[config.mk]
export PLATFORM = sky130hd
export DESIGN_NAME = board_mem_arbiter
export DESIGN_NICKNAME = d
export VERILOG_FILES = /design/src/rtl/hnefatafl_pkg.sv /design/src/rtl/arb_starve_counter.sv /design/src/rtl/board_mem_arbiter.sv
export SDC_FILE = /design/constraint.sdc
export NUM_CORES = 1
export LEC_CHECK = 0
export CAP_MARGIN = 10
export CORE_ASPECT_RATIO = 1.1
export CORE_MARGIN = 2
export CORE_UTILIZATION = 48
export DETAILED_ROUTE_END_ITERATION = 7
export PLACE_DENSITY = 0.83
export SLEW_MARGIN = 20
export SYNTH_ARGS = -nofsm -noshare
export SYNTH_HDL_FRONTEND = slang
export SYNTH_HIERARCHICAL = 1
export SYNTH_SLANG_ARGS = --single-unit
[constraint.sdc]
create_clock -name clk -period 3.03 [get_ports clk]
set_clock_uncertainty 0.05 [all_clocks]
set_input_delay 0.606 -clock clk [delete_from_list [all_inputs] [get_ports clk]]
set_output_delay 0.606 -clock clk [all_outputs]
set_load 0.1 [all_outputs]
[src/rtl/hnefatafl_pkg.sv]
// Shared constants and types for the hnefatafl board-state memory arbiter.
//  - Cell codes stored in the 11x11 board RAM.
//  - Board geometry and default arbiter widths.
//  - Game-side access FSM encoding and the display return-pipeline stage.
package hnefatafl_pkg;

    // Cell codes held in each board RAM word
    localparam logic [1:0] CELL_EMPTY = 2'b00;
    localparam logic [1:0] CELL_ATT   = 2'b01;
    localparam logic [1:0] CELL_DEF   = 2'b10;
    localparam logic [1:0] CELL_KING  = 2'b11;

    // Board geometry: addresses at or above CELLS are off the board
    localparam int unsigned BOARD_N = 11;
    localparam int unsigned CELLS   = BOARD_N * BOARD_N;

    // Default arbiter sizing
    localparam int unsigned BOARD_ADDR_W   = 7;
    localparam int unsigned CELL_W         = 2;
    localparam int unsigned ARB_STARVE_MAX = 8;

    // Game-side access FSM
    typedef enum logic [1:0] {
        GS_IDLE  = 2'd0,
        GS_ISSUE = 2'd1,
        GS_WAIT  = 2'd2
    } game_state_e;

    // One display request in flight between the arbitration edge and its result
    typedef struct packed {
        logic valid;   // a display request was sampled
        logic served;  // it won the slot (or needed no RAM)
        logic oor;     // address was off the board, data forced to zero
    } disp_stage_t;

endpackage

[src/rtl/arb_starve_counter.sv]
// Saturating counter of consecutive cycles the game requester was denied.
//  clk     in   system clock
//  rst     in   synchronous active-high reset
//  inc     in   game requested while idle and lost arbitration this cycle
//  clr     in   game granted or not requesting
//  at_max  out  registered: count has reached MAX
module arb_starve_counter #(
    parameter int unsigned MAX = 8
) (
    input  logic clk,
    input  logic rst,
    input  logic inc,
    input  logic clr,
    output logic at_max
);

    localparam int unsigned CNT_W = $clog2(MAX + 1);

    logic [CNT_W-1:0] cnt;
    logic [CNT_W-1:0] cnt_nxt;

    // Clear has priority; count up and stick at MAX
    always_comb begin
        cnt_nxt = cnt;
        if (clr) begin
            cnt_nxt = '0;
        end else if (inc && (cnt != CNT_W'(MAX))) begin
            cnt_nxt = cnt + CNT_W'(1);
        end
    end

    // at_max is registered alongside the count so it always matches cnt
    always_ff @(posedge clk) begin
        if (rst) begin
            cnt    <= '0;
            at_max <= 1'b0;
        end else begin
            cnt    <= cnt_nxt;
            at_max <= (cnt_nxt == CNT_W'(MAX));
        end
    end

endmodule

[src/rtl/board_mem_arbiter.sv]
// Shares the single-port 11x11 board RAM between the VGA pixel path
// (read-only, fixed latency 2) and the game-logic FSM (req/ack reads and writes).
// Display has priority during active video unless the game has starved for
// STARVE_MAX cycles; the game has priority during vblank.
//  clk, rst                     clock, synchronous active-high reset
//  vblank                       vertical blanking from display timing
//  disp_req/disp_addr           display read request (one cycle per access)
//  disp_rvalid/disp_rdata       display data, two cycles after the request
//  disp_miss                    display request lost its slot
//  game_req/we/addr/wdata       game access, held until game_ack
//  game_ack/game_rdata          completion pulse, read data valid with ack on reads
//  mem_en/we/addr/wdata         registered RAM command
//  mem_rdata                    RAM read data, one cycle after mem_en
module board_mem_arbiter
    import hnefatafl_pkg::*;
#(
    parameter int unsigned ADDR_W     = BOARD_ADDR_W,
    parameter int unsigned DATA_W     = CELL_W,
    parameter int unsigned CELLS      = hnefatafl_pkg::CELLS,
    parameter int unsigned STARVE_MAX = ARB_STARVE_MAX
) (
    input  logic              clk,
    input  logic              rst,
    input  logic              vblank,
    input  logic              disp_req,
    input  logic [ADDR_W-1:0] disp_addr,
    output logic              disp_rvalid,
    output logic [DATA_W-1:0] disp_rdata,
    output logic              disp_miss,
    input  logic              game_req,
    input  logic              game_we,
    input  logic [ADDR_W-1:0] game_addr,
    input  logic [DATA_W-1:0] game_wdata,
    output logic              game_ack,
    output logic [DATA_W-1:0] game_rdata,
    output logic              mem_en,
    output logic              mem_we,
    output logic [ADDR_W-1:0] mem_addr,
    output logic [DATA_W-1:0] mem_wdata,
    input  logic [DATA_W-1:0] mem_rdata
);

    // Arbitration terms for the current edge
    logic disp_oor;
    logic game_oor;
    logic game_cand;
    logic disp_need;
    logic game_need;
    logic game_first;
    logic game_grant;
    logic disp_served;
    logic starve_at_max;

    // Game FSM
    game_state_e state;
    game_state_e state_nxt;
    logic        ack_nxt;
    logic        op_we;
    logic        op_oor;

    // Display return pipeline
    disp_stage_t disp_s1;
    logic        disp_oor_q;

    // Priority mux: off-board requests never touch the RAM, so they are always
    // served and leave the slot to the other requester.
    always_comb begin
        disp_oor    = (32'(disp_addr) >= CELLS);
        game_oor    = (32'(game_addr) >= CELLS);
        game_cand   = game_req && (state == GS_IDLE);
        disp_need   = disp_req && !disp_oor;
        game_need   = game_cand && !game_oor;
        game_first  = vblank || starve_at_max;
        game_grant  = game_cand && (game_oor || !disp_need || game_first);
        disp_served = disp_req && (disp_oor || !game_need || !game_first);
    end

    // Starvation tracking only while the game is waiting in IDLE
    arb_starve_counter #(
        .MAX (STARVE_MAX)
    ) u_starve (
        .clk    (clk),
        .rst    (rst),
        .inc    (game_cand && !game_grant),
        .clr    (game_grant || !game_req),
        .at_max (starve_at_max)
    );

    // Game FSM next state; writes ack in ISSUE, reads ack in WAIT
    always_comb begin
        state_nxt = state;
        ack_nxt   = 1'b0;
        case (state)
            GS_IDLE: begin
                if (game_grant) begin
                    state_nxt = GS_ISSUE;
                    ack_nxt   = game_we;
                end
            end
            GS_ISSUE: begin
                if (op_we) begin
                    state_nxt = GS_IDLE;
                end else begin
                    state_nxt = GS_WAIT;
                    ack_nxt   = 1'b1;
                end
            end
            GS_WAIT: begin
                state_nxt = GS_IDLE;
            end
            default: begin
                state_nxt = GS_IDLE;
            end
        endcase
    end

    // Game FSM state, ack and captured operation attributes
    always_ff @(posedge clk) begin
        if (rst) begin
            state    <= GS_IDLE;
            game_ack <= 1'b0;
            op_we    <= 1'b0;
            op_oor   <= 1'b0;
        end else begin
            state    <= state_nxt;
            game_ack <= ack_nxt;
            if ((state == GS_IDLE) && game_grant) begin
                op_we  <= game_we;
                op_oor <= game_oor;
            end
        end
    end

    // RAM command register; address and write data hold when idle
    always_ff @(posedge clk) begin
        if (rst) begin
            mem_en    <= 1'b0;
            mem_we    <= 1'b0;
            mem_addr  <= '0;
            mem_wdata <= '0;
        end else begin
            mem_en <= 1'b0;
            mem_we <= 1'b0;
            if (disp_served && disp_need) begin
                mem_en   <= 1'b1;
                mem_addr <= disp_addr;
            end else if (game_grant && game_need) begin
                mem_en   <= 1'b1;
                mem_we   <= game_we;
                mem_addr <= game_addr;
                if (game_we) begin
                    mem_wdata <= game_wdata;
                end
            end
        end
    end

    // Display result: stage 1 at the arbitration edge, flags one edge later
    // so they line up with mem_rdata.
    always_ff @(posedge clk) begin
        if (rst) begin
            disp_s1     <= '0;
            disp_rvalid <= 1'b0;
            disp_miss   <= 1'b0;
            disp_oor_q  <= 1'b0;
        end else begin
            disp_s1.valid  <= disp_req;
            disp_s1.served <= disp_served;
            disp_s1.oor    <= disp_oor;
            disp_rvalid    <= disp_s1.valid && disp_s1.served;
            disp_miss      <= disp_s1.valid && !disp_s1.served;
            disp_oor_q     <= disp_s1.oor;
        end
    end

    // Read data arrives from the RAM in the same cycle as the registered flags;
    // it is gated to zero when not valid or when the address was off the board.
    always_comb begin
        disp_rdata = '0;
        game_rdata = '0;
        if (disp_rvalid && !disp_oor_q) begin
            disp_rdata = mem_rdata;
        end
        if ((state == GS_WAIT) && !op_oor) begin
            game_rdata = mem_rdata;
        end
    end

endmodule

Yosys cells after proc, flatten, opt, wreduce, memory -nomap -nowiden
Cells that the tools add are included.

storage, ports and cells
  bits in registers = 27
  output and inout bits = 18

operators by class
  add/sub/neg operators = 1
  magnitude comparators = 2
  equality and inequality tests = 5
  muxes and demuxes = 14
  bitwise gates (word level) = 2
  reductions and logical operators = 34

operator list
  cell                                                      number
  greater-or-equal comparator 7 bit, second input constant  2
  logical AND 1 bit                                         14
  2-to-1 mux 7 bit                                          2
  logical NOT 1 bit                                         10
  2-to-1 mux 2 bit                                          4
  2-to-1 mux 4 bit                                          2
  logical OR 1 bit                                          6
  adder 4 x 1 -> 4 bit, second input constant               1
  equality test 4 bit, second input constant                1
  2-to-1 mux 1 bit                                          4
  != test 4 bit, second input constant                      1
  one-hot mux 2 bit (2 select lines)                        1
  AND reduction 3 bit                                       1
  OR reduction 3 bit                                        1
  equality test 2 x 1 -> 1 bit, second input constant       1
  equality test 2 bit, second input constant                1
  logical NOT 2 bit                                         1
  != test 2 bit, second input constant                      1
  NOT 1 bit                                                 2
  one-hot mux 1 bit (2 select lines)                        1
  nonzero test 2 bit                                        1

Logic depth before layout (Yosys ltp)
  depth in word-level cells = 13
  depth in mapped cells = 7
  mapped depth without buffers = 7

Modules after synthesis
Netlist, hierarchy kept.

modules (own cells, without submodules)
  module              times used  cells an instance  area an instance (um^2)  sequential area each (um^2)
  board_mem_arbiter   1           105                1001.0                   440.4
  arb_starve_counter  1           31                 282.8                    100.1

Worst setup path after synthesis
Ideal clock, no wire load.

  path type = in2out
  start = input mem_rdata[0]
  end = output game_rdata[0]
  arrival time = 3505 ps
  required time = 2374 ps
  path slack = -1131 ps
  cell stages on the path = 1
  path through = nor4bb_1

between the ends
  word-level cells in the longest chain between the ends = 1

RTL lines
  what              RTL line                  source
  from (decl)       board_mem_arbiter.sv:40   input logic [DATA_W-1:0] mem_rdata
  2-to-1 mux 2 bit  board_mem_arbiter.sv:184  if ((state == GS_WAIT) && !op_oor) begin
  to (decl)         board_mem_arbiter.sv:35   output logic [DATA_W-1:0] game_rdata,

Every way passes these cells.

Worst setup path in the final report
  start = input game_req
  end = register u_starve.at_max

between the ends
  word-level cells in the longest chain between the ends = 8
  elaborated cells on any way between the ends = 10

RTL lines
  what                   RTL line                  source
  from (decl)            board_mem_arbiter.sv:30   input logic game_req,
  logical AND 1 bit      board_mem_arbiter.sv:70   game_cand = game_req && (state == GS_IDLE);
  logical AND 1 bit      board_mem_arbiter.sv:74   game_grant = game_cand && (game_oor || !disp_need || game_first);
  logical NOT 1 bit      board_mem_arbiter.sv:84   .inc (game_cand && !game_grant),
  logical AND 1 bit      board_mem_arbiter.sv:84
  logical AND 1 bit      arb_starve_counter.sv:27  end else if (inc && (cnt != CNT_W'(MAX))) begin
  2-to-1 mux 4 bit       arb_starve_counter.sv:27
  2-to-1 mux 4 bit *     arb_starve_counter.sv:25  if (clr) begin
  equality test 4 bit *  arb_starve_counter.sv:39  at_max <= (cnt_nxt == CNT_W'(MAX));
  to (signal assigned)   arb_starve_counter.sv:39
  to (decl)              arb_starve_counter.sv:14  output logic at_max

Every way passes the cells marked *; elsewhere a longest branch is shown, timed or not.
A chain may end at the register's enable or synchronous reset.

==> impl_metrics.py <==
metrics = {
    "outcome": {
        "status": "complete, no violations",
    },
    "clock_network": {
        "clk-insertion-delay-late_ns": 0.33,
        "cts_root_buf": "clkbuf_4",
        "cts_max_level": 1,
        "hold_buffers": 0,
        "clock-sinks": 27,
        "clock_path_buffers": 2,
        "cts_resized": 0,
        "post-cts-setup-buffer-count": 0,
        "clk_pin_slew_ns": 0.14,
        "cts_tree": "built",
        "cts_inserted_buffers": 3,
    },
    "floorplanning": {
        "dieArea_um2": 3100,
        "rows": 19,
        "fp.coreArea_um2": 2520,
        "chipWidth_um": 53.3,
        "die_h_um": 58.2,
        "initial_core_util_pct": 50.9,
        "ios": 42,
    },
    "timing": {
        "finalSetupViolCount": 0,
        "rsz0062_at_grt": "false",
        "setup_tns_ns": 0,
        "worstMarginPinSlew_ns": 0.435,
        "fmax_ghz": 0.409,
        "slew_headroom_pct": 70.9,
        "final_hold_viol_count": 0,
        "setup_ws_ns": 0.584,
        "min_period_over_period_pct": 80.7,
        "layout_min_cycle_time_ns": 2.45,
        "drv_slew": 0,
    },
    "placement": {
        "port_buffers": 41,
        "place.gp.congestion": 0.821,
        "post-dp-hpwl_um": 2670,
        "pre_cts_ws_ns": 0.261,
    },
    "logic_synthesis": {
        "ys_warn_count": 6,
        "syn_avg_cell_area_um2": 9.44,
        "netlist_area_um2": 1280,
        "syn_inst": 136,
        "synth_area_leaders": "dfxtp_1 (42%), o21ai_0 (4.7%), nand3_1 (3.5%)",
        "synth_edf_count": 0,
        "synthTopCellsByCount": "dfxtp_1 (27), o21ai_0 (12), nand3_1 (9), nor3_1 (9), a21oi_1 (7)",
        "ys_seq_area_share_pct": 42.1,
        "synth_fp_nets": 162,
        "synth_top_area_share_pct": 42.1,
        "synthDistinctLibCells": 41,
        "yosysMostFrequentCell": "dfxtp_1",
        "yosys.area.top_type": "dfxtp_1",
        "ys_ff_latch": 27,
        "async_reset_ff_share_pct": 0,
        "synth-main-ff-cell": "dfxtp_1",
    },
    "worst_setup_path": {
        "critPathLaunchType": "primary input",
        "r2r_start": "state[0]",
        "cp-startpoint": "game_req",
        "worstPathMaxFanout": 7,
        "cp_data_arrival_time_ns": 2.63,
        "cp-end-kind": "register",
        "criticalPathCategory": "primary input to register",
        "required_ns": 3.21,
    },
    "global_routing": {
        "use_met3_pct": 3.09,
        "grt_pass1_vias": 1246,
        "met1_usage_pct": 27.5,
        "grt_overflow": 0,
        "groute.usage.overall_pct": 24.0,
        "antenna_found_initial": 0,
        "grt_pass1_wl_um": 5530,
        "grt_busiest_layer": "met2",
        "met2_usage_pct": 43.6,
        "grt_max_degree": 25,
    },
    "layout": {
        "nNetsFinal": 207,
        "area_growth_pct": 40.4,
        "drive_above_1_share_pct": 23.9,
        "antenna_cells": 0,
    },
    "route": {
        "drc": 0,
        "drt_iter0_markers": 37,
        "viasPerCell": 6.12,
        "drt-total-wl_um": 3430,
        "wl_per_cell_um": 16.3,
        "ant_nets": 0,
        "firstDrtPassIters": 5,
        "via_count": 1292,
    },
    "worst_hold_path": {
        "hold_path.class": "register to register",
        "worstHoldStart": "disp_s1[1]",
    },
    "power": {
        "power.density_nw_per_um2": 439,
        "ir_worst_vdd_mv": 0.346,
        "power.leakage_nw": 0.689,
    },
    "flow_run": {
        "cap_viol_max_count": 0,
    },
}
report_power, final:
part / leakage, nW / total (mW) / internal (mW) / switching (mW)
combinational: 0.450 / 0.251 / 0.0809 / 0.170
clock: 0.0177 / 0.156 / 0.0496 / 0.107
sequential: 0.221 / 0.384 / 0.373 / 0.0111
stage by stage:
stage	instance area [um2]	total power [mW]	cells	hold slack, ns	utilization [%]
after floorplan	1310	0.559	136	0.340	-
after global placement	1780	0.636	207	0.349	70.5
after detailed placement	1780	0.641	207	0.362	70.5
after CTS	1800	0.791	211	0.383	71.5
after global routing	1800	0.821	211	0.403	71.5
final	1800	0.792	211	0.376	71.5
critical path, cell delays in order:
cell	delay [ns]
clkdlybuf4s50_1	0.49
nor3b_1	0.32
o21ai_0	0.20
nor2_1	0.38
nand4_2	0.17
mux2_4	0.34
o211a_1	0.13
path summary, 6_finish.rpt:
path                                         to  slack [ns]  depth (start not counted)
worst max-delay path            u_starve/at_max        0.58                          7
worst min-delay path                  disp_miss        0.38                          1
worst max register to register  u_starve/at_max        0.93                          6
worst min register to register        disp_miss        0.38                          1
flip-flops by register name, indices dropped and copies added (netlist names):
| register | count |
|---|---|
| mem_en | 1 |
| op_we | 1 |
| state | 2 |
| disp_miss | 1 |
| u_starve/cnt | 4 |
| disp_rvalid | 1 |
| game_ack | 1 |
| disp_s1 | 3 |
| mem_we | 1 |
| u_starve/at_max | 1 |
| mem_wdata | 2 |
| disp_oor_q | 1 |
| op_oor | 1 |
| mem_addr | 7 |
layout make-up:
cell class,count,area [um2]
fillers,225,717
multi-input cells,99,728
well taps,31,38.8
inverters,4,15.0
flip-flops and latches,27,541
clock inverters,1,5.00
repair buffers,46,453
clock buffers,3,22.5
placed cells by master, fill, tap and decap left out, types with 2 or more instances in the layout:
cell type / n
or2_2: 2
buf_4: 19
and3b_1: 4
ha_1: 2
nand4_1: 4
dfxtp_1: 27
o31ai_1: 2
nor4_1: 2
nor2b_1: 2
a311oi_1: 4
nor4bb_4: 2
a311oi_2: 3
nand3_1: 9
clkdlybuf4s50_1: 23
o211a_1: 2
a21boi_0: 2
nand2_1: 3
a21oi_1: 7
buf_12: 4
inv_1: 4
clkbuf_4: 3
nor3_1: 9
nand2b_1: 2
o21ai_0: 12
nor2_1: 6
nor3b_1: 3
routing by layer:
metal,routed length (um),up-vias,part of all wire (%)
met2,1790,44,52
li1,-,605,-
met5,0,-,0
met3,181,8,5.3
met4,59,0,1.7
met1,1400,635,41
logic make-up (layout without fill, tap and decap cells):
| logic type | Yosys count | count (layout) | share of synthesized area (%) |
|---|---|---|---|
| flops | 27 | 27 | 42.1 |
| buf+inv | 10 | 54 | 3.51 |
| compound gates | 38 | 38 | 22.2 |
| simple gates | 57 | 57 | 28.3 |
| fa+ha+maj | 2 | 2 | 1.95 |
| mux | 2 | 2 | 1.95 |
No activity file was read; power rests on OpenSTA's default activity.
